$ cat src/rtl/sync_stream_fifo_if.sv
// Stream handshake bundle between a producer/consumer pair and the
// sync_stream_fifo. The master side drives the write word and the read
// acceptance. The slave side (the FIFO) drives the head word and the status flags.
interface sync_stream_fifo_if #(
    parameter int DATA_WIDTH = 128
);
    logic                  fifo_write_tvalid;
    logic                  fifo_write_tready;
    logic [DATA_WIDTH-1:0] fifo_wdata;
    logic                  fifo_read_tready;
    logic                  fifo_read_tvalid;
    logic [DATA_WIDTH-1:0] fifo_rdata;
    logic                  fifo_almost_full;
    logic                  fifo_empty;
    logic                  fifo_full;

    modport master (
        output fifo_write_tvalid,
        output fifo_wdata,
        output fifo_read_tready,
        input  fifo_write_tready,
        input  fifo_read_tvalid,
        input  fifo_rdata,
        input  fifo_almost_full,
        input  fifo_empty,
        input  fifo_full
    );

    modport slave (
        input  fifo_write_tvalid,
        input  fifo_wdata,
        input  fifo_read_tready,
        output fifo_write_tready,
        output fifo_read_tvalid,
        output fifo_rdata,
        output fifo_almost_full,
        output fifo_empty,
        output fifo_full
    );
endinterface

$ cat src/rtl/sync_stream_fifo.sv
// Single-clock first-word-fall-through FIFO with valid/ready on both sides.
// It buffers wide words (for example AES blocks) between the bus-side assembler
// and the AES core. The head word is always presented combinationally from
// storage, so a word written on one edge is visible immediately after it.
// Status flags are pure decodes of the registered occupancy count.
module sync_stream_fifo #(
    parameter int ADDR_WIDTH = 4,
    parameter int DATA_WIDTH = 128,
    parameter int DEPTH      = 16
) (
    input logic               clk,
    input logic               reset,
    sync_stream_fifo_if.slave fifo
);

    localparam logic [ADDR_WIDTH:0] FULL_COUNT        = (ADDR_WIDTH + 1)'(DEPTH);
    localparam logic [ADDR_WIDTH:0] ALMOST_FULL_COUNT = (ADDR_WIDTH + 1)'(DEPTH - 1);

    logic [DATA_WIDTH-1:0] mem [0:DEPTH-1];
    logic [ADDR_WIDTH-1:0] wr_ptr;
    logic [ADDR_WIDTH-1:0] rd_ptr;
    logic [ADDR_WIDTH:0]   count;

    logic is_empty;
    logic is_full;
    logic do_write;
    logic do_read;

    // The flags come only from the registered count. Write acceptance ignores
    // read_tready, so a full FIFO refuses a write even in a cycle that pops.
    always_comb begin
        is_empty = (count == '0);
        is_full  = (count == FULL_COUNT);
        do_write = fifo.fifo_write_tvalid && !is_full;
        do_read  = fifo.fifo_read_tready && !is_empty;
    end

    assign fifo.fifo_empty        = is_empty;
    assign fifo.fifo_full         = is_full;
    assign fifo.fifo_almost_full  = (count >= ALMOST_FULL_COUNT);
    assign fifo.fifo_write_tready = !is_full;
    assign fifo.fifo_read_tvalid  = !is_empty;
    assign fifo.fifo_rdata        = mem[rd_ptr];

    // Storage is not reset, so a reset leaves stale words that the cleared
    // pointers simply no longer expose.
    always_ff @(posedge clk) begin
        if (do_write) begin
            mem[wr_ptr] <= fifo.fifo_wdata;
        end
    end

    // Pointers wrap naturally at DEPTH. The count tracks the net change, so a
    // simultaneous push and pop leaves it untouched.
    always_ff @(posedge clk or negedge reset) begin
        if (!reset) begin
            wr_ptr <= '0;
            rd_ptr <= '0;
            count  <= '0;
        end else begin
            if (do_write) begin
                wr_ptr <= wr_ptr + 1'b1;
            end
            if (do_read) begin
                rd_ptr <= rd_ptr + 1'b1;
            end
            case ({do_write, do_read})
                2'b10:   count <= count + 1'b1;
                2'b01:   count <= count - 1'b1;
                default: count <= count;
            endcase
        end
    end

endmodule

$ cat src/flat_wrapper.sv
// flat-port wrapper written by rule: the top's interface ports become plain ports
module sync_stream_fifo_flat 
#(
    parameter int ADDR_WIDTH = 4,
    parameter int DATA_WIDTH = 128,
    parameter int DEPTH      = 16
)
  (clk, reset, fifo_fifo_write_tvalid, fifo_fifo_wdata, fifo_fifo_read_tready, fifo_fifo_write_tready, fifo_fifo_read_tvalid, fifo_fifo_rdata, fifo_fifo_almost_full, fifo_fifo_empty, fifo_fifo_full);
  sync_stream_fifo_if #(.DATA_WIDTH(DATA_WIDTH)) fifo_i ();
  input logic clk;
  input logic reset;
  input wire logic [$bits(fifo_i.fifo_write_tvalid)-1:0] fifo_fifo_write_tvalid;
  input wire logic [$bits(fifo_i.fifo_wdata)-1:0] fifo_fifo_wdata;
  input wire logic [$bits(fifo_i.fifo_read_tready)-1:0] fifo_fifo_read_tready;
  output wire logic [$bits(fifo_i.fifo_write_tready)-1:0] fifo_fifo_write_tready;
  output wire logic [$bits(fifo_i.fifo_read_tvalid)-1:0] fifo_fifo_read_tvalid;
  output wire logic [$bits(fifo_i.fifo_rdata)-1:0] fifo_fifo_rdata;
  output wire logic [$bits(fifo_i.fifo_almost_full)-1:0] fifo_fifo_almost_full;
  output wire logic [$bits(fifo_i.fifo_empty)-1:0] fifo_fifo_empty;
  output wire logic [$bits(fifo_i.fifo_full)-1:0] fifo_fifo_full;
  assign fifo_i.fifo_write_tvalid = fifo_fifo_write_tvalid;
  assign fifo_i.fifo_wdata = fifo_fifo_wdata;
  assign fifo_i.fifo_read_tready = fifo_fifo_read_tready;
  assign fifo_fifo_write_tready = fifo_i.fifo_write_tready;
  assign fifo_fifo_read_tvalid = fifo_i.fifo_read_tvalid;
  assign fifo_fifo_rdata = fifo_i.fifo_rdata;
  assign fifo_fifo_almost_full = fifo_i.fifo_almost_full;
  assign fifo_fifo_empty = fifo_i.fifo_empty;
  assign fifo_fifo_full = fifo_i.fifo_full;
  sync_stream_fifo #(.ADDR_WIDTH(ADDR_WIDTH), .DATA_WIDTH(DATA_WIDTH), .DEPTH(DEPTH)) u_core (.clk(clk), .reset(reset), .fifo(fifo_i));
endmodule
$ cat config.mk
export PLATFORM = sky130hd
export DESIGN_NAME = sync_stream_fifo_flat
export DESIGN_NICKNAME = d
export VERILOG_FILES = /design/src/rtl/sync_stream_fifo_if.sv /design/src/rtl/sync_stream_fifo.sv /design/src/flat_wrapper.sv
export SDC_FILE = /design/constraint.sdc
export NUM_CORES = 2
export LEC_CHECK = 0
export ABC_AREA = 0
export BUFFER_PORTS_ARGS = -buffer_cell sky130_fd_sc_hd__buf_2
export CORE_ASPECT_RATIO = 1.25
export CORE_UTILIZATION = 35
export CTS_CLUSTER_SIZE = 24
export DETAILED_ROUTE_END_ITERATION = 6
export GPL_TIMING_DRIVEN = 0
export MAX_ROUTING_LAYER = met4
export SKIP_CTS_REPAIR_TIMING = 1
export SLEW_MARGIN = 0
export SYNTH_ARGS = -nofsm -noshare
export SYNTH_HDL_FRONTEND = slang
export SYNTH_SLANG_ARGS = --single-unit
export TNS_END_PERCENT = 100
$ cat constraint.sdc
create_clock -name clk -period 10.45 [get_ports clk]
set_clock_uncertainty 0.15 [all_clocks]
set_input_delay 0.5225 -clock clk [delete_from_list [all_inputs] [get_ports clk]]
set_output_delay 0.5225 -clock clk [all_outputs]
set_load 0.005 [all_outputs]
Word level (Yosys, flattened, before mapping)
Memory sizes are Yosys's and may differ from the RTL's.
Index checks and enable logic that the tools add are counted.
{"block": "word_totals", "reg_bits": 13, "latch_bits": 0, "ram_bits": 2048, "mem_bits_ro": 0, "out_inout_bits": 133, "elab_cells": 21, "mem_count": 1}
{"memory": "u_core.mem", "words": 16, "width": 128, "read_ports": 1, "rd_ports_with_merged_regs": 0, "write_ports": 1, "line": "sync_stream_fifo.sv:19", "text": "logic [DATA_WIDTH-1:0] mem [0:DEPTH-1];"}
{"block": "classes", "add_sub_neg": 4, "n_mul": 0, "div_mod_pow": 0, "order_cmp": 1, "eq_ne": 3, "shift": 0, "mux": 3, "bitwise": 0, "n_reduce_logical": 6}
{"operator": "5-bit case mux with 2 select lines", "n": 1}
{"operator": "4-bit by 1-bit adder with 4-bit output, second input constant", "n": 2}
{"operator": "5-bit by 1-bit adder with 5-bit output, second input constant", "n": 1}
{"operator": "5-bit equality test, second input constant", "n": 1}
{"operator": "5-bit by 4-bit >= comparator with 1-bit output, second input constant", "n": 1}
{"operator": "5-bit logical NOT", "n": 1}
{"operator": "5-bit by 1-bit subtractor with 5-bit output, second input constant", "n": 1}
{"operator": "2-bit by 1-bit equality test with 1-bit output, second input constant", "n": 1}
{"operator": "2-bit equality test, second input constant", "n": 1}
{"operator": "1-bit logical AND", "n": 2}
{"operator": "1-bit logical NOT", "n": 2}
{"operator": "1-bit 2-to-1 mux", "n": 2}
{"operator": "2-bit nonzero test", "n": 1}

Longest topological paths before layout
{"block": "depth", "ltp_word": 5, "mapped_depth": 10, "ltp_nobuf": 9}

Worst setup path before layout
Ideal clock, no wire load.
{"block": "synth_path", "path_type": "register to register", "start": "register u_core.count[0]", "end": "memory u_core.mem[3][0] (enable)", "arrival_time_ps": 9637, "required_time_ps": 9528, "path_slack_ps": -109, "path_stages_with_launch": 6, "period_less_slack_ps": 10559, "cell_sequence": "dfrtp_1 -> or3_1 -> o31a_1 -> buf_2 -> nand2_1 -> nor3_1"}
{"block": "synth_between", "elab_chain_len": 5}
{"element": "start: declaration", "line": "sync_stream_fifo.sv:22", "text": "logic [ADDR_WIDTH:0] count;"}
{"element": "start signal: assignment", "line": "sync_stream_fifo.sv:68", "text": "2'b10: count <= count + 1'b1;"}
{"element": "start signal: assignment", "line": "sync_stream_fifo.sv:69", "text": "2'b01: count <= count - 1'b1;"}
{"element": "start signal: assignment", "line": "sync_stream_fifo.sv:70", "text": "default: count <= count;"}
{"element": "5-bit equality test", "line": "sync_stream_fifo.sv:33", "text": "is_full = (count == FULL_COUNT);"}
{"element": "1-bit logical NOT", "line": "sync_stream_fifo.sv:34", "text": "do_write = fifo.fifo_write_tvalid && !is_full;"}
{"element": "1-bit logical AND", "line": "sync_stream_fifo.sv:34"}
{"element": "1-bit 2-to-1 mux", "line": "sync_stream_fifo.sv:48", "text": "if (do_write) begin"}
{"element": "1-bit 2-to-1 mux (implied by the code)", "line": "sync_stream_fifo.sv:49", "text": "mem[wr_ptr] <= fifo.fifo_wdata;"}
{"element": "end: declaration", "line": "sync_stream_fifo.sv:19"}
Every way passes these cells.

Final worst setup path
{"block": "layout_path", "start": "register u_core.rd_ptr[1]", "end": "output fifo_fifo_rdata[43]"}
{"block": "layout_between", "elab_chain_len": 1}
{"element": "start: declaration", "line": "sync_stream_fifo.sv:21", "text": "logic [ADDR_WIDTH-1:0] rd_ptr;"}
{"element": "start signal: assignment", "line": "sync_stream_fifo.sv:65", "text": "rd_ptr <= rd_ptr + 1'b1;"}
{"element": "memory read 16 x 128 bit"}
{"element": "end: declaration", "line": "flat_wrapper.sv:17", "text": "output wire logic [$bits(fifo_i.fifo_rdata)-1:0] fifo_fifo_rdata;"}
Every way passes these cells.

==> impl_metrics.csv <==
group,metric,value,unit
worst_setup_path,crit-reg2reg-launch,"u_core.count[0]$_DFFE_PN0P_",
clock_tree,clock-sinks,2061,
worst_setup_path,worstSetupEndpointType,"output pin",
routing,routed_wire_length_per_instance,27.35,microns
synthesis,async_flop_share,0.6308,%
worst_setup_path,critPathMaxFanout,10,
floorplan,coreArea,0.2243,sq mm
routing,detail-route-antenna-nets,0,
sta,slew_viol_final,0,
synthesis,mappedNetlistArea,0.07924,sq mm
place,dpl_cell_area,0.08687,sq mm
clock_tree,cts_max_level,4,
sta,final_min_period_over_clock_period,45.68,%
synthesis,netlist_top_cells_count,"sky130_fd_sc_hd__edfxtp_1, sky130_fd_sc_hd__mux2i_1, sky130_fd_sc_hd__mux4_2",
pwr,power_per_cell_area,274.0,mW/mm^2
synthesis,post_synth_num_cell_types,34,
synthesis,post-synth-top-area-fraction,77.61,%
synthesis,netlist_top_cells_area,"sky130_fd_sc_hd__edfxtp_1, sky130_fd_sc_hd__mux4_2, sky130_fd_sc_hd__mux2i_1, sky130_fd_sc_hd__a221oi_1, sky130_fd_sc_hd__a221oi_2",
synthesis,net_count_of_the_mapped_netlist,3906,
pwr,power_report.internal_total,0.01709,W
routing,routed_wirelength,207.6,mm
floorplan,ioPinCount,265,
pwr,clock_power_share,26.6,%
floorplan,die_height,534.0,microns
pwr,max-vdd-ir-drop,0.1641,mV
synthesis,synthDominantAreaCellType,"sky130_fd_sc_hd__edfxtp_1",
sta,finalSetupViolCount,0,
synthesis,yosysMostFrequentCell,"sky130_fd_sc_hd__edfxtp_1",
synthesis,syn_avg_cell_area,21.05,sq um
sta,maxClockFrequency,209.5,MHz
run,maxCapViolCount,0,
grt,vias_in_the_first_global_route,40360,
grt,grt_use_total,18.61,%
routing,first_iter_violations,3837,
clock_tree,clk_root_buffer_cell,"sky130_fd_sc_hd__clkbuf_16",
sta,finalHoldViolations,0,
finish,final_core_utilization,42.11,%
min_path,hp-class,"in2reg",
clock_tree,cts_tree,"done",
floorplan,start_util,35.33,%
synthesis,netlist_instances,3764,
sta,rsz0062_at_grt,"false",
worst_setup_path,critical_path_arrival,4.10,ns
place,detailed_place_hpwl,138.9,mm
pwr,power_leakage,31.50,nW
grt,grt_first_pass_wirelength,295.4,mm
routing,drt_pass1_iterations,6,
synthesis,number_of_enable_flip_flop_cells_after_synthesis,2048,
worst_setup_path,worst-endpoint-required,9.78,ns
worst_setup_path,timing.setup.critical_path_class,"reg2out",
pwr,total_switching_power,0.008791,W
clock_tree,cts-buffers-inserted,203,
routing,post_drt_via_cell_ratio,5.287,
sta,finalCriticalPeriod,4.773,ns
worst_setup_path,critPathLaunch,"u_core.rd_ptr[1]$_DFFE_PN0P_",
routing,route.vias.total,40130,
finish,stdcell_area,0.09445,sq mm
finish,layout.filler_cells,19560,
run_status,run_status,"complete, no violations",
clock_tree,path_clk_slew,0.06,ns
floorplan,placementRows,194,
synthesis,synth_warnings,0,
min_path,hold_start,"fifo_fifo_write_tvalid",
synthesis,synth_top_flop_cell,"sky130_fd_sc_hd__edfxtp_1",
sta,hold_ws,0.07024,ns
sta,timing.slew.headroom,23.78,%
pwr,sw_frac_of_total,33.96,%
floorplan,area_of_the_die,0.2283,sq mm
grt,grt_antenna_before_repair,41,
clock_tree,clkLatencyLatePin,0.82,ns
place,port_buffers,264,
synthesis,flop_and_latch_count_out_of_synthesis,2061,
finish,final_nets,4620,
pwr,share_comb_of_total_power,34.4,%
floorplan,die_width,427.6,microns
finish,drive_above_1_share,24.46,%
grt,grt_max_degree,29,
grt,grt_remaining_overflow,0,
pwr,power_frac_seq,39.0,%
finish,relative_area_change_from_synthesis_to_final_layout,19.20,%
routing,drc,0,
worst_setup_path,start_kind,"flip-flop",
sta,worst_slew_pin_slew,1.143,ns
synthesis,synth-seq-area-share,78.03,%
clock_tree,cts_buffer_depth,3,
place,gp_congestion,0.7360,
==> cell families (layout without fill, tap and decap cells) <==
family / Yosys count / count (layout) / synth area share, %
mux: 771 / 771 / 13.79
xor+xnor: 10 / 10 / 0.1105
fa+ha+maj: 10 / 10 / 0.1674
buf+inv: 226 / 1098 / 1.570
other cells: 0 / 15 / 0
compound gates: 522 / 522 / 5.528
flops: 2061 / 2061 / 78.03
simple gates: 164 / 164 / 0.8132
==> final timing paths <==
path / cells after the start / endpoint / slack (ns)
max: 7 / fifo_fifo_rdata[43] / 5.68
max in group asynchronous: 4 / u_core.rd_ptr[0]$_DFFE_PN0P_ / 8.70
min: 4 / u_core.wr_ptr[0]$_DFFE_PN0P_ / 0.07
min in group asynchronous: 3 / u_core.count[4]$_DFFE_PN0P_ / 0.49
max reg2reg: 8 / u_core.mem[15][82]$_DFFE_PP_ / 7.09
min reg2reg: 1 / u_core.count[4]$_DFFE_PN0P_ / 0.40
==> cell usage in the layout (no fill, tap or decap), types with 44 or more instances in the layout <==
master / count
sky130_fd_sc_hd__edfxtp_1: 2048
sky130_fd_sc_hd__mux2i_1: 513
sky130_fd_sc_hd__buf_2: 346
sky130_fd_sc_hd__mux4_2: 256
sky130_fd_sc_hd__clkbuf_16: 205
sky130_fd_sc_hd__a221oi_1: 181
sky130_fd_sc_hd__nand2_1: 137
sky130_fd_sc_hd__dlygate4sd3_1: 131
sky130_fd_sc_hd__a22oi_1: 128
sky130_fd_sc_hd__clkbuf_1: 127
sky130_fd_sc_hd__o21ai_0: 102
sky130_fd_sc_hd__a221oi_2: 75
sky130_fd_sc_hd__buf_12: 64
sky130_fd_sc_hd__clkinv_1: 44
==> worst max-delay path, stage by stage (launching register included) <==
cell and delay [ns]:
sky130_fd_sc_hd__dfrtp_1 0.35, sky130_fd_sc_hd__buf_2 0.23, sky130_fd_sc_hd__buf_2 0.68, sky130_fd_sc_hd__clkbuf_1 0.91, sky130_fd_sc_hd__mux4_2 0.43, sky130_fd_sc_hd__a22oi_1 0.19, sky130_fd_sc_hd__nand2_1 0.23, sky130_fd_sc_hd__buf_2 0.22
==> power by group through the flow <==
stage	sequential (W)	combinational [W]	clock, W
floorplan	0.0104	0.00508	0
global placement	0.0106	0.00868	0
detailed placement	0.0103	0.00908	0
CTS	0.0101	0.00911	0.00701
global route	0.0101	0.00952	0.00734
finish	0.0101	0.00889	0.00689
==> state kept, by name (all words and copies together), names as in the netlist <==
name,flops
u_core.count,5
u_core.mem,2048
u_core.rd_ptr,4
u_core.wr_ptr,4
==> cell type report <==
| class | instances | area (sq um) | share of cell area (%) |
|---|---|---|---|
| clock inverter | 105 | 905.9 | 0.9591 |
| buffer | 219 | 1221 | 1.293 |
| tap | 2940 | 3679 | 3.895 |
| multi-input combinational | 1477 | 16300 | 17.26 |
| sequential | 2061 | 61820 | 65.46 |
| inverter | 7 | 26.28 | 0.02782 |
| timing repair buffer | 509 | 5127 | 5.429 |
| antenna | 15 | 37.54 | 0.03974 |
| clock buffer | 258 | 5329 | 5.642 |
==> routing by layer <==
layer	track usage [%]	vias to the layer above	wire [microns]
met5	-	-	0
met2	31.28	1319	106500
li1	-	17330	-
met4	4.837	0	5013
met1	23.38	21200	84190
met3	2.958	280	11890
==> stage by stage <==
stage          setup TNS, ns  worst slack [ns]  power (W)  cells
2_1_floorplan              0             3.329    0.01547   3764
3_5_place_dp               0             6.469    0.01935   7082
5_1_grt                    0             5.535    0.02701   7588
3_3_place_gp        -6252.37            -3.974    0.01930   6968
4_1_cts                    0             5.530    0.02622   7445
6_report                   0             5.677    0.02588   7591
Power figures use the tool's default switching activity.
